==> src/rtl/alu_pkt_pkg.sv <==
// Shared definitions for the UART ALU packet framing: header layout,
// packer state encoding and the total-length helper used by both the
// host-side packer and the ALU-side parser.
package alu_pkt_pkg;

  localparam int         HeaderBytes  = 4;
  localparam logic [7:0] ReservedByte = 8'h00;

  // State names the byte currently held in the output register.
  typedef enum logic [2:0] {
    IDLE,
    OPC,
    RSV,
    LEN_LO,
    LEN_HI,
    DATA
  } alu_pkt_state_e;

  // Total packet length in bytes, header included.
  function automatic logic [15:0] pkt_len(input int count, input int bytes_per_word);
    return 16'(HeaderBytes + count * bytes_per_word);
  endfunction

endpackage

==> src/rtl/word_serializer.sv <==
// One-word operand buffer. Byte 0 of a loaded word is forwarded straight
// to the packer's output register on the load cycle; this block keeps the
// remaining bytes and hands them out LSB first, one per take.
module word_serializer #(
  parameter int WordWidth = 32
) (
  input  logic                 clk,
  input  logic                 rst_n,
  input  logic                 load,
  input  logic [WordWidth-1:0] word,
  input  logic                 take,
  output logic                 full,
  output logic                 last,
  output logic [7:0]           next_byte
);

  localparam int Bytes = WordWidth / 8;
  localparam int LeftW = $clog2(Bytes + 1);

  // Bytes of the current word not yet accepted by the sink, counting the
  // one on the output register.
  logic [LeftW-1:0]     left;
  logic [WordWidth-1:0] rest;

  // Load wins over take so a new word can land on the last byte's handshake.
  always_ff @(posedge clk) begin
    if (!rst_n) begin
      left <= '0;
      rest <= '0;
    end else if (load) begin
      left <= LeftW'(Bytes);
      rest <= word >> 8;
    end else if (take && full) begin
      left <= left - LeftW'(1);
      rest <= rest >> 8;
    end
  end

  assign full      = (left != '0);
  assign last      = (left == LeftW'(1));
  assign next_byte = rest[7:0];

endmodule

==> src/rtl/alu_cmd_packer.sv <==
// Host-side framer for the UART ALU protocol: takes a command and a stream
// of operand words and emits opcode, reserved byte, 16-bit length (LSB
// first) and the operand bytes LSB first on a registered byte stream.
module alu_cmd_packer
  import alu_pkt_pkg::*;
#(
  parameter int OperandWidth = 32,
  parameter int CountWidth   = 8
) (
  input  logic                    clk_i,
  input  logic                    reset_i,
  input  logic [7:0]              opcode_i,
  input  logic [CountWidth-1:0]   count_i,
  input  logic                    cmd_valid_i,
  output logic                    cmd_ready_o,
  input  logic [OperandWidth-1:0] operand_i,
  input  logic                    operand_valid_i,
  output logic                    operand_ready_o,
  output logic [7:0]              data_o,
  output logic                    valid_o,
  input  logic                    ready_i,
  output logic                    busy_o
);

  localparam int BytesPerWord = OperandWidth / 8;
  localparam int MaxLen       = HeaderBytes + (2 ** CountWidth - 1) * BytesPerWord;

  if (OperandWidth == 0 || OperandWidth % 8 != 0) begin : g_bad_width
    $error("alu_cmd_packer: OperandWidth must be a nonzero multiple of 8");
  end
  if (MaxLen > 65535) begin : g_bad_len
    $error("alu_cmd_packer: largest packet does not fit a 16-bit length");
  end

  alu_pkt_state_e        state, state_d;
  logic [7:0]            data_d;
  logic                  valid_d;
  logic [15:0]           len_q, len_d;
  logic [CountWidth-1:0] rem_q, rem_d;

  logic       hs, op_hs;
  logic       ser_full, ser_last, ser_take;
  logic [7:0] ser_byte;
  logic       feed_valid;
  logic [7:0] feed_data;

  assign hs     = valid_o & ready_i;
  assign busy_o = (state != IDLE);

  // Gated by reset so nothing looks acceptable while reset is held.
  assign cmd_ready_o = (state == IDLE) && reset_i;

  // A word may enter when the buffer is empty or frees up on this very
  // handshake; the LEN_HI term lets the first word arrive without a bubble.
  assign operand_ready_o = ((state == DATA) || (state == LEN_HI && hs)) &&
                           (rem_q != '0) && (!ser_full || (ser_last && hs));
  assign op_hs    = operand_ready_o & operand_valid_i;
  assign ser_take = (state == DATA) && hs;

  // Next data byte: first byte of an arriving word, else the buffer's next.
  assign feed_valid = op_hs || (ser_full && !ser_last);
  assign feed_data  = op_hs ? operand_i[7:0] : ser_byte;

  word_serializer #(
    .WordWidth(OperandWidth)
  ) u_ser (
    .clk      (clk_i),
    .rst_n    (reset_i),
    .load     (op_hs),
    .word     (operand_i),
    .take     (ser_take),
    .full     (ser_full),
    .last     (ser_last),
    .next_byte(ser_byte)
  );

  // Next-state and next output byte; each header step moves on a handshake.
  always_comb begin
    state_d = state;
    data_d  = data_o;
    valid_d = valid_o;
    len_d   = len_q;
    rem_d   = rem_q;
    if (op_hs) rem_d = rem_q - CountWidth'(1);
    case (state)
      IDLE: begin
        if (cmd_valid_i && cmd_ready_o) begin
          state_d = OPC;
          data_d  = opcode_i;
          valid_d = 1'b1;
          len_d   = pkt_len(32'(count_i), BytesPerWord);
          rem_d   = count_i;
        end
      end
      OPC: begin
        if (hs) begin
          state_d = RSV;
          data_d  = ReservedByte;
        end
      end
      RSV: begin
        if (hs) begin
          state_d = LEN_LO;
          data_d  = len_q[7:0];
        end
      end
      LEN_LO: begin
        if (hs) begin
          state_d = LEN_HI;
          data_d  = len_q[15:8];
        end
      end
      LEN_HI: begin
        if (hs) begin
          if (rem_q == '0) begin
            state_d = IDLE;
            valid_d = 1'b0;
          end else begin
            state_d = DATA;
            valid_d = feed_valid;
            if (feed_valid) data_d = feed_data;
          end
        end
      end
      DATA: begin
        if (hs && ser_last && rem_q == '0) begin
          state_d = IDLE;
          valid_d = 1'b0;
        end else if (hs || !valid_o) begin
          valid_d = feed_valid;
          if (feed_valid) data_d = feed_data;
        end
      end
      default: begin
        state_d = IDLE;
        valid_d = 1'b0;
      end
    endcase
  end

  // State, output byte register and packet counters.
  always_ff @(posedge clk_i) begin
    if (!reset_i) begin
      state   <= IDLE;
      data_o  <= '0;
      valid_o <= 1'b0;
      len_q   <= '0;
      rem_q   <= '0;
    end else begin
      state   <= state_d;
      data_o  <= data_d;
      valid_o <= valid_d;
      len_q   <= len_d;
      rem_q   <= rem_d;
    end
  end

endmodule

==> config.mk <==
export PLATFORM = sky130hd
export DESIGN_NAME = alu_cmd_packer
export DESIGN_NICKNAME = d
export VERILOG_FILES = /design/src/rtl/alu_pkt_pkg.sv /design/src/rtl/word_serializer.sv /design/src/rtl/alu_cmd_packer.sv
export SDC_FILE = /design/constraint.sdc
export NUM_CORES = 1
export LEC_CHECK = 0
export CAP_MARGIN = 0
export CORE_MARGIN = 3
export CORE_UTILIZATION = 50
export DETAILED_ROUTE_END_ITERATION = 12
export PLACE_DENSITY = 0.77
export SLEW_MARGIN = 10
export SYNTH_ARGS = -nofsm -noshare
export SYNTH_HDL_FRONTEND = slang
export SYNTH_HIERARCHICAL = 1
export SYNTH_SLANG_ARGS = --single-unit
==> constraint.sdc <==
create_clock -name clk_i -period 6.9 [get_ports clk_i]
set_clock_uncertainty 0.2 [all_clocks]
set_input_delay 1.725 -clock clk_i [delete_from_list [all_inputs] [get_ports clk_i]]
set_output_delay 1.725 -clock clk_i [all_outputs]
set_load 0.02 [all_outputs]
==> metrics.md <==
| Metric | Value |
|---|---|
| Outcome | completed |
| Worst slew margin | 0.453 |
| Accumulated negative setup slack | 0 ns |
| Post-synth top cells | dfxtp_1 (56), nand2_1 (28), nor2_1 (23) |
| GRT overflow | 0 |
| Area of the multi-input gates | 1970 um^2 |
| Avg Cell Area, Syn | 8.34 um^2 |
| Final HPWL DP | 5.91 mm |
| Diode count | 0 |
| Max Fanout on Critical Path | 4 |
| # IOs | 65 |
| FFs w/ async S/R, synth | 0 |
| First-pass GRT wire length | 13.2 mm |
| Core Util, Final | 0.625 |
| Clk sinks | 56 |
| Final net count | 502 |
| Via count | 2985 |
| Synth Area in XOR/XNOR | 0.0361 |
| Synth cell types | 53 |
| Vias in the first global route | 2777 |
| Die Area | 7810 um^2 |
| Synth area leader | dfxtp_1 |
| Share of layout cells above drive strength 1 | 0.0652 |
| Post_cts resized | 0 |
| Clock Latency Late Sink | 0.31 ns |
| CP Class | in2out |
| Mux contribution to synthesized area | 0.0147 |
| WP data arrival | 3.56 ns |
| IO Port Bufs | 64 |
| Pwr/cell area | 212 nW/um^2 |
| Top-count cell post-synth | dfxtp_1 |
| Syn Inst Count | 407 |
| Sequential cell area | 1120 um^2 |
| Num rows | 29 |
| Layout fillers | 590 |
| Number of flops mapped to enable cells by yosys | 0 |
| First-pass iteration count of the detailed router | 4 |
| Switching share of power | 0.344 |
| Number of synthesized register bits | 56 |
| Fin area | 4030 um^2 |
| Buffer count from post-CTS setup fixing | 0 |
| Synthesized cell area | 3390 um^2 |
| Internal Pwr Total | 0.561 mW |
| DRC | 0 |
| Root Buffer | clkbuf_8 |
| Final setup fails | 0 |
| Main combinational cell family by area after synthesis | compound AO/OA/AOI/OAI gates |
| Die Width | 88.4 um |
| Synth top area share | 0.330 |
| Compound-cell area share of the yosys netlist | 0.286 |
| Post-DP Area | 3940 um^2 |
| Initial core utilization | 0.525 |
| Final Critical Period | 5.49 ns |
| Routed WL per cell | 15.8 um |
| TritonCTS clock tree | done |
| Min-Delay Path Class | reg2reg |
| Gate power share | 0.328 |
| Hold Worst Slack | 0.274 ns |
| Final ANT Viol Nets | 0 |
| Hold Crit Depth | 2 |
| Synth area leaders | dfxtp_1 (33%), o311a_1 (4.7%), a211oi_1 (4.6%), a21boi_0 (3.8%), and3_1 (3.7%) |
| CP endpoint kind | output pin |
| GPL Wtd Cong | 0.875 |
| Synthesis-to-layout area growth | 18.9% |
| Number of CTS-inserted buffers | 5 |
| Final WL | 8.26 mm |
| Die H | 88.4 um |
| Final hold vios | 0 |
| Slew Limit Fails | 0 |
| Peak Freq | 182 MHz |
| Clk pin slew, worst setup/hold paths | 0.10 ns |
| Syn. warnings | 6 |
| R2R cell count | 10 |
| RSZ-0062 raised after global routing | false |
| Switching power | 0.294 mW |
| Vias per std cell | 5.72 |
| Gr usage total | 0.213 |
| Post-synth net total | 465 |
| Core Area | 6460 um^2 |
| CP Data Required Time | 4.97 ns |
| Peak VDD IR | 0.118 mV |
| Max cap viols | 0 |
| Pin count of the biggest net entering global routing | 54 |
| CTS H-tree depth | 2 |
| Ys flop type | dfxtp_1 |
| Bufs on Longest Clock Path | 2 |
| Hold_buf cts | 0 |
| CP Launch Type | input pin |
| Simple-Gate Fraction of Synth Area | 0.226 |
| Initial antenna violation count | 0 |
| Slew at the pin with the worst max-slew slack | 0.819 ns |
| Iteration-0 DRC Markers | 153 |
| Total power | 0.856 mW |
| Final worst path period share | 0.795 |
| Leakage | 1.49 nW |
| Post-Synth Adder-Cell Area | 0.0184 |
| Sequential share of the synthesized area | 0.330 |
| Power share of the clock group | 0.226 |
| Seq pwr share | 0.446 |
-- cells by family after synthesis --
group	count (synthesis)
buf+inv	57
compound gates	130
simple gates	140
xor+xnor	14
mux	5
fa+ha+maj	5
flops	56
-- sequential cells by signal, indices dropped and copies added (netlist names) --
| register | count |
|---|---|
| u_ser/left | 3 |
| data_o | 8 |
| valid_o | 1 |
| len_q | 9 |
| u_ser/rest | 24 |
| rem_q | 8 |
| state | 3 |
-- metrics by stage --
| step | setup WS [ns] | cells |
|---|---|---|
| after floorplan | 2.18 | 407 |
| after global placement | 1.43 | 514 |
| after detailed placement | 1.42 | 514 |
| after CTS | 1.40 | 522 |
| after global routing | 1.32 | 522 |
| final | 1.41 | 522 |
-- final timing paths --
kind / to / slack (ns) / startpoint
max reg2reg: rem_q[0] / 3.58 / u_ser/left[0]
min: data_o[6] / 0.27 / data_o[6]
max: operand_ready_o / 1.41 / ready_i
min reg2reg: data_o[6] / 0.27 / data_o[6]
-- cell usage in the layout, fill, tap and decap left out, types with 3 or more instances in the layout --
master / netlist / layout
a211o_1: 8 / 8
a211oi_1: 21 / 21
a21boi_0: 17 / 17
a21boi_1: 7 / 7
a21oi_1: 19 / 19
a22oi_1: 3 / 3
a311oi_1: 5 / 5
and2_1: 3 / 3
and3_1: 20 / 20
buf_4: 8 / 4
clkbuf_8: 0 / 6
clkdlybuf4s50_1: 0 / 64
dfxtp_1: 56 / 56
ha_1: 5 / 5
inv_1: 15 / 15
mux2i_1: 5 / 5
nand2_1: 28 / 28
nand2b_1: 19 / 19
nand3_1: 9 / 9
nand4_1: 9 / 9
nor2_1: 23 / 22
nor2b_1: 6 / 6
nor3_1: 11 / 11
o21ai_0: 16 / 16
o22ai_1: 6 / 6
o311a_1: 16 / 16
or2_2: 4 / 4
xnor2_1: 5 / 5
xor2_1: 9 / 9
-- power groups by stage --
stage	Sequential, mW	Combinational (mW)	Clock [mW]
6_report	0.382	0.281	0.193
5_1_grt	0.385	0.311	0.206
4_1_cts	0.381	0.281	0.199
3_5_place_dp	0.389	0.280	0
3_3_place_gp	0.388	0.277	0
2_1_floorplan	0.390	0.186	0
-- critical path, cell delays in order --
cell and delay (ns):
clkdlybuf4s50_1 0.52, nand2_1 0.16, a221oi_4 0.34, nor2b_1 0.20, clkdlybuf4s50_1 0.62
-- routing by layer --
metal / share of wire / global-route usage / up-vias
li1: - / - / 1555
met1: 0.47 / 0.308 / 1359
met2: 0.48 / 0.338 / 67
met3: 0.042 / 0.0298 / 4
met4: 0.0067 / 0.0467 / 0
met5: 0 / 0 / -
-- layout make-up --
class / instances / share of cell area
clock inverter: 2 / 0.00372
inverter: 19 / 0.0183
sequential: 56 / 0.278
tap: 77 / 0.0239
multi-input combinational: 294 / 0.489
timing repair buffer: 68 / 0.166
clock buffer: 6 / 0.0205
(Power assumes the default switching activity.)
